`config.mk`:
```
export PLATFORM = sky130hd
export DESIGN_NAME = selector_ajuste_campos
export DESIGN_NICKNAME = d
export VERILOG_FILES = /design/src/rtl/selector_ajuste_campos.sv
export SDC_FILE = /design/constraint.sdc
export NUM_CORES = 1
export LEC_CHECK = 0
export CORE_AREA = 4 4 146 106
export CTS_BUF_LIST = sky130_fd_sc_hd__clkbuf_8
export CTS_CLUSTER_DIAMETER = 150
export DETAILED_ROUTE_END_ITERATION = 8
export DIE_AREA = 0 0 150 110
export PLACE_DENSITY_LB_ADDON = 0.08
export RECOVER_POWER = 25
export SETUP_SLACK_MARGIN = 0.15
export SLEW_MARGIN = 0
export SYNTH_ARGS = -nofsm -noshare
export SYNTH_HDL_FRONTEND = slang
export SYNTH_SLANG_ARGS = --single-unit
export TNS_END_PERCENT = 20
```
`constraint.sdc`:
```
create_clock -name clk -period 14.23 [get_ports clk]
set_input_delay 2.846 -clock clk [delete_from_list [all_inputs] [get_ports clk]]
set_output_delay 2.846 -clock clk [all_outputs]
set_load 0.01 [all_outputs]
```
`src/rtl/selector_ajuste_campos.sv`:
```
// Field selector for time/date adjustment: four debounced buttons drive a
// two-state IDLE/ADJUST FSM that picks a field and emits up/down step pulses
// with auto-repeat and an inactivity timeout.

// Per-button 2-flop synchronizer followed by a consecutive-sample debouncer.
module selector_ajuste_campos_deb #(
    parameter int DEB_CYCLES = 500000
) (
    input  logic clk,
    input  logic reset,
    input  logic raw,
    output logic level
);
    localparam int CW = $clog2(DEB_CYCLES + 1);

    logic [1:0]    sync;
    logic [CW-1:0] cnt;

    // Level flips only after DEB_CYCLES differing samples; any agreeing sample restarts the count.
    always_ff @(posedge clk or posedge reset) begin
        if (reset) begin
            sync  <= '0;
            level <= 1'b0;
            cnt   <= '0;
        end else begin
            sync <= {sync[0], raw};
            if (sync[1] == level) begin
                cnt <= '0;
            end else if (cnt == CW'(DEB_CYCLES - 1)) begin
                level <= sync[1];
                cnt   <= '0;
            end else begin
                cnt <= cnt + CW'(1);
            end
        end
    end
endmodule

module selector_ajuste_campos #(
    parameter int DEB_CYCLES     = 500000,
    parameter int REPEAT_DELAY   = 50000000,
    parameter int REPEAT_PERIOD  = 20000000,
    parameter int TIMEOUT_CYCLES = 1000000000
) (
    input  logic       clk,
    input  logic       reset,
    input  logic       btn_mode,
    input  logic       btn_next,
    input  logic       btn_up,
    input  logic       btn_down,
    output logic [3:0] en_count,
    output logic       enUP,
    output logic       enDOWN,
    output logic       adjust_active
);
    localparam int RMAX = (REPEAT_DELAY > REPEAT_PERIOD) ? REPEAT_DELAY : REPEAT_PERIOD;
    localparam int RW   = $clog2(RMAX + 1);
    localparam int IW   = $clog2(TIMEOUT_CYCLES + 1);

    typedef enum logic {IDLE, ADJUST} state_t;

    // bit 0 mode, 1 next, 2 up, 3 down
    logic [3:0] raw, lvl, lvl_q, press;
    logic [1:0] single_q;
    logic       single_up, single_dn, start_up, start_dn, tick, timeout, any_press, in_adjust;
    logic       up_req, dn_req;
    logic       rep_phase;
    logic [RW-1:0] rep_cnt;
    logic [IW-1:0] idle_cnt;
    state_t     state, state_n;
    logic [3:0] field, field_n;

    assign raw = {btn_down, btn_up, btn_next, btn_mode};

    genvar g;
    generate
        for (g = 0; g < 4; g++) begin : g_deb
            selector_ajuste_campos_deb #(.DEB_CYCLES(DEB_CYCLES)) u_deb (
                .clk   (clk),
                .reset (reset),
                .raw   (raw[g]),
                .level (lvl[g])
            );
        end
    endgenerate

    // Previous debounced levels for press detection and single-button hold tracking.
    always_ff @(posedge clk or posedge reset) begin
        if (reset) begin
            lvl_q    <= '0;
            single_q <= '0;
        end else begin
            lvl_q    <= lvl;
            single_q <= {single_dn, single_up};
        end
    end

    assign press     = lvl & ~lvl_q;
    assign any_press = |press;
    // Exactly one of up/down held; entering this condition behaves like a fresh press.
    assign single_up = lvl[2] & ~lvl[3];
    assign single_dn = lvl[3] & ~lvl[2];
    assign start_up  = single_up & ~single_q[0];
    assign start_dn  = single_dn & ~single_q[1];
    assign tick      = (single_up | single_dn) &
                       (rep_phase ? (rep_cnt == RW'(REPEAT_PERIOD)) : (rep_cnt == RW'(REPEAT_DELAY)));
    assign timeout   = (idle_cnt == IW'(TIMEOUT_CYCLES));
    assign in_adjust = (state == ADJUST) && (state_n == ADJUST);

    // Next state, field selection and step requests; mode beats next beats up/down.
    always_comb begin
        state_n = state;
        field_n = field;
        up_req  = 1'b0;
        dn_req  = 1'b0;
        case (state)
            IDLE: begin
                if (press[0]) begin
                    state_n = ADJUST;
                    field_n = 4'd1;
                end
            end
            ADJUST: begin
                if (press[0] || (timeout && !any_press)) begin
                    state_n = IDLE;
                    field_n = 4'd0;
                end else if (press[1]) begin
                    field_n = (field == 4'd6) ? 4'd1 : field + 4'd1;
                end else begin
                    up_req = (start_up | (tick & single_up)) & ~enUP;
                    dn_req = (start_dn | (tick & single_dn)) & ~enDOWN;
                end
            end
            default: begin
                state_n = IDLE;
                field_n = 4'd0;
            end
        endcase
    end

    // State, field and registered step pulses.
    always_ff @(posedge clk or posedge reset) begin
        if (reset) begin
            state  <= IDLE;
            field  <= 4'd0;
            enUP   <= 1'b0;
            enDOWN <= 1'b0;
        end else begin
            state  <= state_n;
            field  <= field_n;
            enUP   <= up_req;
            enDOWN <= dn_req;
        end
    end

    // Auto-repeat timer: counts cycles since the last step while one button is held.
    always_ff @(posedge clk or posedge reset) begin
        if (reset) begin
            rep_cnt   <= '0;
            rep_phase <= 1'b0;
        end else if (!in_adjust) begin
            rep_cnt   <= '0;
            rep_phase <= 1'b0;
        end else if (start_up || start_dn) begin
            rep_cnt   <= RW'(1);
            rep_phase <= 1'b0;
        end else if (single_up || single_dn) begin
            if (tick) begin
                rep_cnt   <= RW'(1);
                rep_phase <= 1'b1;
            end else if (rep_cnt != RW'(RMAX)) begin
                rep_cnt <= rep_cnt + RW'(1);
            end
        end else begin
            rep_cnt   <= '0;
            rep_phase <= 1'b0;
        end
    end

    // Inactivity timer: cleared by any press or step, saturates at the timeout value.
    always_ff @(posedge clk or posedge reset) begin
        if (reset) begin
            idle_cnt <= '0;
        end else if (!in_adjust || any_press || up_req || dn_req) begin
            idle_cnt <= '0;
        end else if (!timeout) begin
            idle_cnt <= idle_cnt + IW'(1);
        end
    end

    assign en_count      = field;
    assign adjust_active = (state == ADJUST);
endmodule

```
==> impl_metrics.py <==
metrics = {
    "layout": {
        "final_area_sq_um": 8260,
        "final_util_pct": 59.6,
        "antenna_cells": 0,
        "final_common_cell": "nor2_1",
        "drive_above_1_share_pct": 5.26,
        "syn2layout_area_growth_pct": 8.98,
        "fin_nets": 805,
        "fillCellCount": 1198,
        "final_cell_mix": "163 x nor2_1, 158 x dfrtp_1, 77 x xor2_1",
    },
    "clock_network": {
        "clock-sinks": 158,
        "clkLatencyLatePin_ns": 0.45,
        "ctsLongestPathBuffers": 2,
        "cts_tree": "done",
        "ctsHoldBuffers": 0,
        "cts-root-buf": "clkbuf_8",
        "cts_max_level": 4,
        "cts_buffers": 17,
        "post_cts_resized": 0,
        "clk_pin_slew_worst_paths_ns": 0.09,
        "cts_setup_buffers": 0,
    },
    "placement": {
        "globalplace.congestion": 0.819,
        "io_buffers": 12,
        "place_area_sq_um": 7890,
        "dp_hpwl_um": 10000,
    },
    "yosys": {
        "avgSynthCellArea_sq_um": 9.86,
        "yosysUniqueCellTypes": 48,
        "syn_nets": 787,
        "synthArstFlopShare_pct": 100,
        "ys_seq_area_share_pct": 52.1,
        "synth_warnings": 0,
        "synth_edf_count": 0,
        "ys_seq_elements": 158,
        "synth_ff_type": "dfrtp_1",
        "syn_area_sq_um": 7580,
        "syn_inst": 769,
    },
    "timing": {
        "rsz0062_at_grt": "false",
        "slew-limit-headroom_pct": 33.4,
        "holdWs_ns": 0.357,
        "finalHoldViolCount": 0,
        "final-setup-viol-count": 0,
        "setup_tns_ns": 0,
        "clock.fmax_mhz": 226,
        "fin_crit_ns": 4.42,
        "finalClockSkew_ns": 0.0124,
        "finalCritPeriodShare_pct": 31.1,
        "worst_pin_slew_ns": 0.999,
        "drv_slew": 0,
    },
    "worst_setup_path": {
        "crit_type": "reg -> out",
        "critical-path-max-stage-delay_ns": 0.65,
        "critPathBufInv": 1,
        "worst_ep_required_time_ns": 11.38,
        "reg2reg_depth": 8,
        "cp.depth": 1,
        "startpoint": "adjust_active$_DFF_PP0_",
        "startpoint_type": "register",
        "timing.rr.start": "idle_cnt[0]$_DFFE_PP0P_",
        "crit_fanout": 8,
        "endpoint": "adjust_active",
        "worstReg2RegEnd": "rep_cnt[19]$_DFFE_PP0P_",
        "path_cells": "clkdlybuf4s50_1",
        "crit_slowest_cell": "clkdlybuf4s50_1",
        "r2r_slack_ns": 11.19,
        "crit_family": "buffers and inverters",
        "critPathArrivalTime_ns": 1.58,
        "end_kind": "output pin",
    },
    "die": {
        "die_w_um": 150,
        "die_h_um": 110,
        "rows": 36,
        "die_area_sq_um": 16500,
        "start_util_pct": 54.7,
        "num_io_pins": 13,
        "coreArea_sq_um": 13900,
    },
    "routing": {
        "ant_nets": 0,
        "routedWlPerCell_um": 14.8,
        "wirelength_um": 14600,
        "first_iter_violations": 306,
        "num_vias": 5402,
        "drcViolationCount": 0,
        "avgViaCountPerCell": 5.46,
        "drt_pass1_iterations": 4,
    },
    "power_and_ir_drop": {
        "p_seq_share_pct": 57.4,
        "peakVddDrop_mv": 0.0794,
        "switching_share_pct": 24.1,
        "pwr-share-clk_pct": 40.1,
        "power_density_nw_per_um2": 96.0,
        "combPwrFrac_pct": 2.4,
        "leakage_nw": 3.39,
        "p_int_uw": 602,
        "switching_power_uw": 191,
    },
    "global_routing": {
        "overflow": 0,
        "grt_max_degree": 89,
        "grt_antenna_before_repair": 0,
        "track_usage_pct": 19.6,
        "grt_pass1_wl_um": 25600,
        "grt_pass1_vias": 5263,
    },
    "run_status": {
        "status": "finished, final reports clean",
    },
    "hold_path": {
        "hold_path_class": "reg -> reg",
    },
    "flow_run": {
        "cap_violations": 0,
    },
}
kinds of logic (layout without fill, tap and decap cells):
logic type / after synthesis / after routing / synth area share [%]
compound gates: 31 / 31 / 2.54
flops: 158 / 158 / 52.1
fa+ha+maj: 12 / 12 / 1.98
buf+inv: 41 / 71 / 2.23
simple gates: 399 / 399 / 26.2
mux: 3 / 3 / 0.429
xor+xnor: 125 / 125 / 14.4
synthesized netlist by cell type (3+ instances only):
master | number | area share [%]
a21oi_1 | 9 | 0.59
and2_1 | 3 | 0.25
and3_1 | 19 | 1.6
and4_1 | 11 | 1.3
and4b_1 | 3 | 0.40
buf_2 | 3 | 0.20
buf_4 | 3 | 0.30
clkbuf_1 | 9 | 0.45
dfrtp_1 | 158 | 52
ha_1 | 12 | 2.0
inv_1 | 26 | 1.3
nand2_1 | 52 | 2.6
nand2b_1 | 6 | 0.50
nand3_1 | 54 | 3.6
nand4_1 | 29 | 2.4
nand4b_1 | 4 | 0.46
nor2_1 | 163 | 8.1
nor2b_1 | 3 | 0.25
nor3_1 | 13 | 0.86
nor4_1 | 9 | 0.74
nor4b_1 | 8 | 0.92
o21ai_0 | 5 | 0.33
o22ai_1 | 3 | 0.25
or2_2 | 4 | 0.33
or4_1 | 3 | 0.30
or4b_1 | 3 | 0.40
xnor2_1 | 48 | 5.5
xor2_1 | 77 | 8.9
metal layers:
layer	up-vias	share of wire [%]	GRT usage [%]
met5	-	0	0
met4	0	1.4	5.87
met3	17	4.1	5.11
met2	91	44	29.8
met1	2648	50	27.8
li1	2646	-	-
flip-flops by register name, indices dropped and copies added (netlist names):
name and cells:
adjust_active 1, enDOWN 1, enUP 1, en_count 4, g_deb.u_deb.cnt 76, g_deb.u_deb.level 4
g_deb.u_deb.sync 8, idle_cnt 30, lvl_q 4, rep_cnt 26, rep_phase 1, single_q 2
layout make-up:
cell class,count,area (sq um),share of cell area [%]
multi-input combinational,570,3460,41.9
inverter,26,103,1.24
timing repair buffer,14,131,1.59
clock buffer,18,248,3.00
sequential,158,3950,47.8
tap,190,238,2.88
clock inverter,13,130,1.57
worst min-delay path by stage:
stage | startpoint | end | slack [ns] | cells after the start
floorplan | g_deb[0].u_deb.sync[0]$_DFF_PP0_ | g_deb[0].u_deb.sync[1]$_DFF_PP0_ | 0.33 | 0
finish | g_deb[1].u_deb.sync[0]$_DFF_PP0_ | g_deb[1].u_deb.sync[1]$_DFF_PP0_ | 0.36 | 0
detailed placement | g_deb[1].u_deb.sync[0]$_DFF_PP0_ | g_deb[1].u_deb.sync[1]$_DFF_PP0_ | 0.34 | 0
global placement | g_deb[0].u_deb.sync[0]$_DFF_PP0_ | g_deb[0].u_deb.sync[1]$_DFF_PP0_ | 0.33 | 0
global route | g_deb[1].u_deb.sync[0]$_DFF_PP0_ | g_deb[1].u_deb.sync[1]$_DFF_PP0_ | 0.36 | 0
CTS | g_deb[1].u_deb.sync[0]$_DFF_PP0_ | g_deb[1].u_deb.sync[1]$_DFF_PP0_ | 0.36 | 0
power by group through the flow:
stage / combinational (mW) / sequential (mW) / clock (mW)
after CTS: 0.0207 / 0.456 / 0.329
after floorplan: 0.0144 / 0.464 / 0
final: 0.0194 / 0.456 / 0.318
after detailed placement: 0.0206 / 0.465 / 0
after global routing: 0.0230 / 0.457 / 0.351
after global placement: 0.0198 / 0.465 / 0
per-stage QoR:
step	worst slack, ns	power, mW	std cells
after CTS	9.79	0.806	989
after global routing	9.58	0.831	989
after floorplan	7.12	0.479	769
final	9.81	0.794	989
after global placement	9.37	0.485	958
after detailed placement	9.32	0.486	958
Power figures use the tool's default switching activity.
